**config.mk**
```make
export PLATFORM = sky130hd
export DESIGN_NAME = mskaes_128bits_ks_sequencer
export DESIGN_NICKNAME = d
export VERILOG_FILES = /design/src/rtl/mskaes_128bits_ks_sequencer_pkg.sv /design/src/rtl/MSKreg.sv /design/src/rtl/mskaes_rcon_gen.sv /design/src/rtl/mskaes_128bits_ks_sequencer.sv
export SDC_FILE = /design/constraint.sdc
export NUM_CORES = 1
export LEC_CHECK = 0
export CORE_AREA = 5 5 407 409
export CTS_CLUSTER_DIAMETER = 120
export DETAILED_ROUTE_END_ITERATION = 8
export DIE_AREA = 0 0 412 414
export PLACE_DENSITY_LB_ADDON = 0.12
export SKIP_LAST_GASP = 1
export SLEW_MARGIN = 20
export SYNTH_ARGS = -nofsm -noshare
export SYNTH_HDL_FRONTEND = slang
export SYNTH_HIERARCHICAL = 1
export SYNTH_SLANG_ARGS = --single-unit
```
**constraint.sdc**
```tcl
create_clock -name clk -period 3.2 [get_ports clk]
set_input_delay 0.96 -clock clk [delete_from_list [all_inputs] [get_ports clk]]
set_output_delay 0.96 -clock clk [all_outputs]
set_load 0.02 [all_outputs]
```
**src/rtl/mskaes_128bits_ks_sequencer_pkg.sv**
```systemverilog
// mskaes_128bits_ks_sequencer_pkg: shared constants, state encoding and xtime helper for the key-schedule sequencer
package mskaes_128bits_ks_sequencer_pkg;
  localparam int NUM_ROUNDS = 10;
  localparam logic [7:0] RCON_INIT = 8'h01;
  localparam logic [7:0] XTIME_POLY = 8'h1B;
  typedef enum logic [1:0] {S_IDLE, S_LOAD, S_RUN, S_DONE} state_e;
  function automatic logic [7:0] xtime(input logic [7:0] b);
    return {b[6:0], 1'b0} ^ (b[7] ? XTIME_POLY : 8'h00);
  endfunction
endpackage

```
**src/rtl/MSKreg.sv**
```systemverilog
// MSKreg: register bank for count shared bits; every share is stored independently
module MSKreg #(
  parameter int d = 2,
  parameter int count = 1
) (
  input  logic               clk,
  input  logic [count*d-1:0] in_i,
  output logic [count*d-1:0] out_o
);
  always_ff @(posedge clk) out_o <= in_i;
endmodule

```
**src/rtl/mskaes_rcon_gen.sv**
```systemverilog
// mskaes_rcon_gen: public RCON byte register advanced by xtime, expanded to d shares (share 0 carries the byte)
module mskaes_rcon_gen
  import mskaes_128bits_ks_sequencer_pkg::*;
#(
  parameter int d = 2
) (
  input  logic           clk,
  input  logic           rst,
  input  logic           init_i,
  input  logic           adv_i,
  input  logic           en_i,
  output logic [8*d-1:0] sh_rcon_o
);
  logic [7:0] rcon_q, rcon_d;
  always_comb rcon_d = init_i ? RCON_INIT : adv_i ? xtime(rcon_q) : rcon_q;
  always_ff @(posedge clk) begin
    if (rst) rcon_q <= RCON_INIT;
    else rcon_q <= rcon_d;
  end
  always_comb begin
    sh_rcon_o = '0;
    for (int b = 0; b < 8; b++) sh_rcon_o[b*d] = en_i & rcon_q[b];
  end
endmodule

```
**src/rtl/mskaes_128bits_ks_sequencer.sv**
```systemverilog
// mskaes_128bits_ks_sequencer: holds the shared round key, drives the key-schedule round and presents round keys 0..10
module mskaes_128bits_ks_sequencer
  import mskaes_128bits_ks_sequencer_pkg::*;
#(
  parameter int d = 2,
  parameter int LATENCY = 4
) (
  input  logic             clk,
  input  logic             rst,
  input  logic             start,
  input  logic [128*d-1:0] sh_key_in,
  output logic [128*d-1:0] sh_key_to_round,
  input  logic [128*d-1:0] sh_key_from_round,
  output logic [8*d-1:0]   sh_RCON_out,
  output logic [128*d-1:0] sh_round_key,
  output logic             round_key_valid,
  output logic [3:0]       round_idx,
  output logic             busy,
  output logic             done
);
  localparam int CW = $clog2(LATENCY + 1);
  localparam logic [CW-1:0] CNT_LAST = CW'(LATENCY);
  localparam logic [3:0] LAST_ROUND = 4'(NUM_ROUNDS);
  state_e state_q, state_d;
  logic [CW-1:0] cnt_q, cnt_d;
  logic [3:0] round_q, round_d;
  logic cap_q;
  logic [128*d-1:0] key_q, key_d;
  logic accept, capture, counting;
  // LOAD doubles as the cnt==0 cycle of round 0 so every round period is LATENCY+1
  always_comb begin
    accept = (state_q == S_IDLE) && start;
    capture = (state_q == S_RUN) && (cnt_q == CNT_LAST);
    counting = (state_q == S_LOAD) || (state_q == S_RUN);
    state_d = state_q == S_IDLE ? (start ? S_LOAD : S_IDLE) :
              state_q == S_LOAD ? S_RUN :
              state_q == S_RUN  ? ((capture && round_q == LAST_ROUND - 4'd1) ? S_DONE : S_RUN) :
              S_IDLE;
    cnt_d = (counting && !capture) ? cnt_q + CW'(1) : '0;
    round_d = capture ? round_q + 4'd1 : (state_q == S_RUN || state_q == S_DONE) ? round_q : 4'd0;
    if (state_q == S_DONE) round_d = 4'd0;
    key_d = rst ? '0 : accept ? sh_key_in : capture ? sh_key_from_round : key_q;
  end
  always_ff @(posedge clk) begin
    if (rst) begin
      state_q <= S_IDLE;
      cnt_q <= '0;
      round_q <= 4'd0;
      cap_q <= 1'b0;
    end else begin
      state_q <= state_d;
      cnt_q <= cnt_d;
      round_q <= round_d;
      cap_q <= capture;
    end
  end
  MSKreg #(.d(d), .count(128)) u_key_reg (
    .clk  (clk),
    .in_i (key_d),
    .out_o(key_q)
  );
  mskaes_rcon_gen #(.d(d)) u_rcon (
    .clk      (clk),
    .rst      (rst),
    .init_i   (accept),
    .adv_i    (capture),
    .en_i     (capture),
    .sh_rcon_o(sh_RCON_out)
  );
  assign sh_key_to_round = key_q;
  assign sh_round_key = key_q;
  assign round_key_valid = (state_q == S_LOAD) || cap_q;
  assign round_idx = round_q;
  assign busy = state_q != S_IDLE;
  assign done = state_q == S_DONE;
endmodule

```
==> impl_metrics.yaml, run 1 <==
timing:
  setup_violations: 0
  setup_tns_ps: 0
  grt_setup_unrepaired: "false"
  finalHoldViolations: 0
  finalMaxSlewViolations: 0
  fmax_mhz: 330.3
  max_slew_margin: 0.3468
  fin_crit_sh: 0.9462
  worstMarginPinSlew_ps: 979.8
  min_period_ps: 3028
  fin_skew_ps: 23.02
route:
  drt-total-wl_um: 109700
  drt-wirelength-per-cell_um: 23.18
  drc: 0
  drtIter0Drc: 556
  vias_per_cell: 3.228
  num_vias: 15280
  antenna_left: 0
  dr.pass1.iters: 4
floorplanning:
  rows: 148
  die_x_um: 412
  start_util: 0.09123
  dieArea_um2: 170600
  io_pins: 1050
  core_um2: 161700
  die_y_um: 414
cells_and_area:
  final_nets: 3037
  multi_input_area_um2: 6583
  seqCellArea_um2: 5485
  drive_gt1_frac: 0.1228
  area_delta_synth_final_pct: 85.53
  fillers: 18280
  fin_util: 0.1693
synthesis:
  synth_edf_count: 0
  avgSynthCellArea_um2: 8.285
  async_reset_ff_frac: 0
  synth-main-ff-cell: "dfxtp_1"
  synthCells: 1780
  ys_seq_area_frac: 0.3719
  synth.cell_area_um2: 14750
  synth-seq-cells: 274
  yosys_warnings: 6
  synth_cell_type_count: 35
cts:
  clk_pin_slew_worst_paths_ps: 50
  hold_buffers: 0
  cts-root-buf: "clkbuf_16"
  cts_buffers: 45
  h-tree-depth: 2
  cts_tree: "done"
  clockBufferDepth: 3
  cts.sinks: 274
  insertion_delay_ps: 610
global_routing:
  overflow: 0
  grt_pass1_vias: 16460
  antenna_found_initial: 26
  grt_max_degree: 136
  grt_pass1_wl_um: 146600
  grtUsageTotal: 0.1220
power_and_ir_drop:
  leakage_nw: 9.363
  power_density_nw_per_um2: 466.9
  vdd.ir_drop.worst_mv: 0.2949
  power_mw: 12.77
placed_design:
  io_buffers: 1041
  dpl.hpwl_um: 87140
  gp_congestion: 0.7705
critical_path:
  timing.rr.end: "u_key_reg/out_o[125]"
  start_kind: "flip-flop"
  r2r_start: "state_q[0]"
  cp.required_ps: 2240
  path_class: "reg -> out"
  cp.arrival_ps: 2070
  reg2regPathDepth: 7
  worst-r2r-setup-slack_ps: 740
  end_kind: "output pin"
  worstPathMaxFanout: 21
worst_hold_path:
  hold_path_depth: 1
  min_to: "cnt_q[0]"
  hp-start: "cnt_q[0]"
  hold_class: "reg -> reg"
outcome:
  outcome: "finished clean"
run:
  drv_cap: 0
[worst max-delay path, cell delays in order, from the launching register on]
cell and delay, ps:
dfxtp_1 330, inv_1 90, ha_2 260, nand3_4 140
inv_12 150, and2_1 150, dlygate4sd2_1 340
[where the power goes]
group	internal, mW	switching [mW]	total [mW]
clock	3.06	2.05	5.11
combinational	1.79	1.87	3.66
sequential	3.69	0.319	4.01
total	8.54	4.24	12.8
[cells in the final DEF (no fill, tap or decap), types with 3 or more instances in the layout]
cell type / netlist / final
clkdlybuf4s50_1: 0 / 1029
dfxtp_1: 274 / 274
nor2_1: 268 / 268
nand2_1: 259 / 258
a21oi_1: 258 / 258
a211oi_2: 190 / 190
a211oi_1: 71 / 71
clkbuf_16: 0 / 47
buf_4: 274 / 27
buf_12: 0 / 21
clkbuf_1: 67 / 14
dlygate4sd2_1: 0 / 10
clkbuf_8: 0 / 9
diode_2: 0 / 8
and2_1: 8 / 8
conb_1: 1 / 8
ha_1: 8 / 7
inv_1: 6 / 6
clkinv_2: 0 / 5
mux2i_1: 4 / 4
nand3_1: 3 / 3
clkinvlp_4: 0 / 3
xnor2_1: 3 / 3
[logic make-up after synthesis]
logic type / count (synthesis) / share of synthesized area
other cells: 1 / 0.0002543
fa+ha+maj: 8 / 0.006787
flops: 274 / 0.3719
mux: 4 / 0.002715
simple gates: 549 / 0.1438
buf+inv: 416 / 0.1847
compound gates: 523 / 0.2868
xor+xnor: 5 / 0.002970
[stage by stage]
| stage | instances | area [µm²] | worst slack, ps | hold slack (ps) |
|---|---|---|---|---|
| 6_report | 4732 | 27360 | 172.1 | 456.6 |
| 5_1_grt | 4728 | 27350 | 17.57 | 505.3 |
| 4_1_cts | 4724 | 27340 | 69.71 | 463.9 |
| 3_5_place_dp | 4642 | 25870 | 414.3 | 455.9 |
| 3_3_place_gp | 4642 | 25870 | 422.2 | 459.8 |
| 2_1_floorplan | 1787 | 14770 | 837.0 | 431.3 |
[cell usage after synthesis, drive strengths merged, types with 2 or more instances]
library cell | instances | area [µm²]
nand2 | 259 | 972.2
a211oi | 261 | 2910
clkbuf | 67 | 251.5
nor3b | 2 | 15.01
xor2 | 2 | 17.52
and2 | 8 | 50.05
dfxtp | 274 | 5485
ha | 8 | 100.1
nand3 | 4 | 25.02
xnor2 | 3 | 26.28
nor2 | 268 | 1006
mux2i | 4 | 40.04
buf | 341 | 2442
a21oi | 258 | 1291
or2 | 2 | 12.52
inv | 7 | 26.27
[registers in the layout, summed over array words and instances (netlist names)]
register and flops:
cap_q 1, cnt_q 3, round_idx 4, state_q 2, u_key_reg/out_o 256, u_rcon/rcon_q 8
[area by class of cell]
type / count / share of cell area
multi-input cells: 1097 / 0.2406
clock inverters: 12 / 0.004573
clock buffers: 70 / 0.04943
flip-flops and latches: 274 / 0.2005
repair buffers: 1088 / 0.4029
well taps: 2175 / 0.09946
inverters: 8 / 0.001829
diodes: 8 / 0.0007316
[worst max path at each step]
stage | startpoint | slack [ps] | to
2_1_floorplan | state_q[0] | 840 | sh_RCON_out[0]
3_3_place_gp | state_q[0] | 420 | sh_RCON_out[14]
3_5_place_dp | state_q[0] | 410 | sh_RCON_out[0]
4_1_cts | state_q[0] | 70 | sh_RCON_out[0]
5_1_grt | cnt_q[0] | 20 | sh_RCON_out[2]
6_report | state_q[0] | 170 | sh_RCON_out[12]
[layer usage]
metal / share of wire / wire length [µm] / track usage / vias to the layer above
met2: 0.50 / 54460 / 0.2151 / 578
li1: - / - / - / 7292
met4: 0.029 / 3211 / 0.03688 / 28
met5: 0.0017 / 185 / 0 / -
met1: 0.38 / 41410 / 0.1326 / 7250
met3: 0.095 / 10420 / 0.05112 / 128
[repair_timing]
item	4_1_cts	5_1_grt
endpoints found under the setup margin	10	0
gates resized for setup	12	0
buffers inserted	0	0
Power figures use the tool's default switching activity.
==> run 2: changes to the inputs <==
GPL_ROUTABILITY_DRIVEN = 0   (was unset)
==> results of run 2 <==
No change in the layout: final DEF, timing and power equal those of run 1.
==> patch 1 (flow settings as in run 2) <==
`d` is set to 2 in 3 places; all go to 1.
--- a/src/rtl/MSKreg.sv
+++ b/src/rtl/MSKreg.sv
@@ -1,6 +1,6 @@
 // MSKreg: register bank for count shared bits; every share is stored independently
 module MSKreg #(
-  parameter int d = 2,
+  parameter int d = 1,
   parameter int count = 1
 ) (
   input  logic               clk,
--- a/src/rtl/mskaes_rcon_gen.sv
+++ b/src/rtl/mskaes_rcon_gen.sv
@@ -2,7 +2,7 @@
 module mskaes_rcon_gen
   import mskaes_128bits_ks_sequencer_pkg::*;
 #(
-  parameter int d = 2
+  parameter int d = 1
 ) (
   input  logic           clk,
   input  logic           rst,
--- a/src/rtl/mskaes_128bits_ks_sequencer.sv
+++ b/src/rtl/mskaes_128bits_ks_sequencer.sv
@@ -2,7 +2,7 @@
 module mskaes_128bits_ks_sequencer
   import mskaes_128bits_ks_sequencer_pkg::*;
 #(
-  parameter int d = 2,
+  parameter int d = 1,
   parameter int LATENCY = 4
 ) (
   input  logic             clk,
Ports: changed (5 resized); port bits go from 1050 to 530. No check against the original RTL was run, so the function may have changed too.
==> patch 1 against run 2 <==
Largest cell class unchanged; synthesized area fell by 46%; power fell by 52%; critical path type unchanged; hold slack improved by 0.017 ns; sequential cell count fell by 128; wire length fell by 53%; synthesized cell count fell by 48%; setup slack got worse by 0.030 ns; design area fell by 43%; clock power fell by 55%.
==> patch 1: results (changes against run 2) <==
htreeDepth: 4  # was 2
final-nonclk-buf-share: 0.3602  # was 0.4029
synth_fa_ha_area_frac: 0.01257  # was 0.006787
grtUsageTotal: 0.05931  # was 0.1220
met3_usage: 0.02243  # was 0.05112
final_nets: 1566  # was 3037
nNonClkBuffers: 549  # was 1088
synth_common_cells: "146 x dfxtp_1, 140 x nor2_1, 131 x nand2_1"  # was 274 x buf_4, 274 x dfxtp_1, 268 x nor2_1
cp.arrival_ns: 2.10  # was 2.07 ns
place_worst_setup_slack_ns: 0.4261  # was 0.4143 ns
worstRegToRegCells: 8  # was 7
seqCellArea_um2: 2923  # was 5485 um2
drt_wl_total_mm: 51.28  # was 109.7 mm
status: "finished, final reports clean"  # unchanged
path_max_fanout: 3  # was 21
cts_made_buffers: 17  # was 45
synth_compound_area_frac: 0.2878  # was 0.2868
wl_met2_mm: 26.10  # was 54.46 mm
seq_power_w: 0.00211  # was 0.00401 W
reg2reg_to: "u_key_reg/out_o[2]"  # was u_key_reg/out_o[125]
via_per_inst: 2.274  # was 3.228
largest_register_ffs: 128  # was 256
clk_path_buf_depth: 2  # was 3
met3_wirelength_mm: 3.787  # was 10.42 mm
p_sw_w: 0.002049  # was 0.004236 W
fin_skew_ns: 0.01133  # was 0.02302 ns
antenna_found_initial: 10  # was 26
==> patch 1: cell types whose count changed after synthesis, moves of 120 or more <==
cell,run 2,this run
dfxtp_1,274,146
a21oi_1,258,60
buf_4,274,128
nor2_1,268,140
a211oi_2,190,70
nand2_1,259,131
==> patch 1: metrics by stage <==
step / hold WS, ns / cell area, um2 / instances / total power (W)
finish: 0.4736 / 15580 / 3494 / 0.006178
global route: 0.4957 / 15560 / 3487 / 0.006583
CTS: 0.4841 / 15560 / 3486 / 0.006477
detailed placement: 0.4730 / 14960 / 3455 / 0.003947
global placement: 0.4472 / 14960 / 3455 / 0.003945
floorplan: 0.4313 / 7961 / 933 / 0.003008
==> patch 1: worst max-delay path: stages (launching register included) <==
cell	delay, ns
dfxtp_1	0.36
inv_1	0.07
ha_1	0.23
or2_2	0.30
clkdlybuf4s50_1	0.61
==> patch 2 (flow settings as in run 2) <==
Without the edit above. The 4 states of `state_e` get a one-hot encoding in 4 bits.
--- a/src/rtl/mskaes_128bits_ks_sequencer_pkg.sv
+++ b/src/rtl/mskaes_128bits_ks_sequencer_pkg.sv
@@ -3,7 +3,7 @@
   localparam int NUM_ROUNDS = 10;
   localparam logic [7:0] RCON_INIT = 8'h01;
   localparam logic [7:0] XTIME_POLY = 8'h1B;
-  typedef enum logic [1:0] {S_IDLE, S_LOAD, S_RUN, S_DONE} state_e;
+  typedef enum logic [3:0] {S_IDLE = 4'b0001, S_LOAD = 4'b0010, S_RUN = 4'b0100, S_DONE = 4'b1000} state_e;
   function automatic logic [7:0] xtime(input logic [7:0] b);
     return {b[6:0], 1'b0} ^ (b[7] ? XTIME_POLY : 8'h00);
   endfunction
Function: same outputs for any inputs over 4 cycles, from zero or initial values and one cycle with rst high; so few cycles prove little.
==> patch 2 against run 2 <==
Sequential cell count is 2 higher; largest cell class unchanged; design area is 3.8% lower; sequential share of layout area is 0.94 points higher; synthesized area is 4.9% lower; die area stayed put; power is 2.1% lower; setup slack worse by 0.073 ns; largest power group unchanged; sequential power is 4% higher; wire length is 7.9% lower; global-route usage is 0.99 points lower.
==> patch 2: results (changes against run 2) <==
p_clk_frac: 0.366  # was 0.400
seqCellArea_um2: 5525  # was 5485 um2
num-nonclk-inverters: 7  # was 8
utilization: 0.1628  # was 0.1693
status: "finished, final reports clean"  # unchanged
r2r_slack_ns: 0.41  # was 0.74 ns
crit_family: "simple AND/OR/NAND/NOR gates"  # was buffers and inverters
synth_cell_types: 38  # was 35
ys_seq_area_frac: 0.3941  # was 0.3719
via_per_inst: 3.201  # was 3.228
diodes: 15  # was 8
slowest_delay_ns: 0.55  # was 0.34 ns
worst_slew_margin_rel: 0.2863  # was 0.3468
dp_cells: 4650  # was 4642
post_dp_cell_area_um2: 25010  # was 25870 um2
final-clk-cell-share: 0.04896  # was 0.05400
fin_skew_ns: 0.02271  # was 0.02302 ns
antenna_found_initial: 24  # was 26
place_worst_setup_slack_ns: 0.05875  # was 0.4143 ns
nMultiInputCombCells: 1104  # was 1097
synth-xor-area-share: 0.004373  # was 0.002969
grt_start_max_net_pins: 139  # was 136
p_leak_nw: 8.910  # was 9.363 nW
nNonClkBuffers: 1089  # was 1088
fillers: 18320  # was 18280
final_nets: 3040  # was 3037
cts_made_buffers: 43  # was 45
ir_worst_vdd_mv: 0.2411  # was 0.2949 mV
nClkBuffers: 69  # was 70
synth_common_cells: "330 x nand2_1, 276 x dfxtp_1, 271 x nor2_1"  # was 274 x buf_4, 274 x dfxtp_1, 268 x nor2_1
multi_input_area_share: 0.2188  # was 0.2406
grt_pass1_wl_mm: 136.1  # was 146.6 mm
final-nonclk-buf-share: 0.4157  # was 0.4029
yosys_warnings: 6  # unchanged
drive_gt1_frac: 0.05497  # was 0.1228
swShare: 0.3319  # was 0.3316
synth_fa_ha_area_frac: 0.003570  # was 0.006787
drt_wl_total_mm: 101.0  # was 109.7 mm
internal-power_w: 0.008357  # was 0.008538 W
grtUsageTotal: 0.1121  # was 0.1220
timing.fmax_mhz: 322.5  # was 330.3 MHz
insertion_delay_ns: 0.59  # was 0.61 ns
holdWs_ns: 0.4409  # was 0.4566 ns
drt_iter0_drc: 575  # was 556
synth.area.mux_share: 0.002856  # was 0.002715
vias: 15170  # was 15280
drt_first_pass_iters: 5  # was 4
cp.arrival_ns: 2.14  # was 2.07 ns
synth_compound_area_frac: 0.2220  # was 0.2868
grt_pass1_vias: 15940  # was 16460
path_max_fanout: 15  # was 21
-- patch 2: cell types whose count changed after synthesis, moves of 17 or more --
cell,delta
a211oi_2,-169
a211oi_1,+96
a311oi_1,+71
nand2_1,+71
a21oi_1,-70
clkbuf_1,+27
buf_2,-17
-- patch 2: timing repair --
item                                    4_1_cts  5_1_grt
gates resized for setup                      39        3
pin swaps                                     1        0
endpoints found under the setup margin       10        3
cloned                                        0        0
buffers inserted                              1        0
-- patch 2: final timing paths --
kind              start                  to  depth (start not counted)
max          state_q[3]      sh_RCON_out[0]                          5
min            cnt_q[0]            cnt_q[0]                          1
max reg2reg  state_q[3]  u_key_reg/out_o[5]                          7
min reg2reg    cnt_q[0]            cnt_q[0]                          1
-- patch 2: metal layers --
layer | part of all wire | up-vias | track usage
met2 | 0.54 | 505 | 0.2091
met5 | 0.00054 | - | 0
li1 | - | 7296 | -
met4 | 0.018 | 8 | 0.03143
met1 | 0.39 | 7267 | 0.1263
met3 | 0.056 | 89 | 0.02588
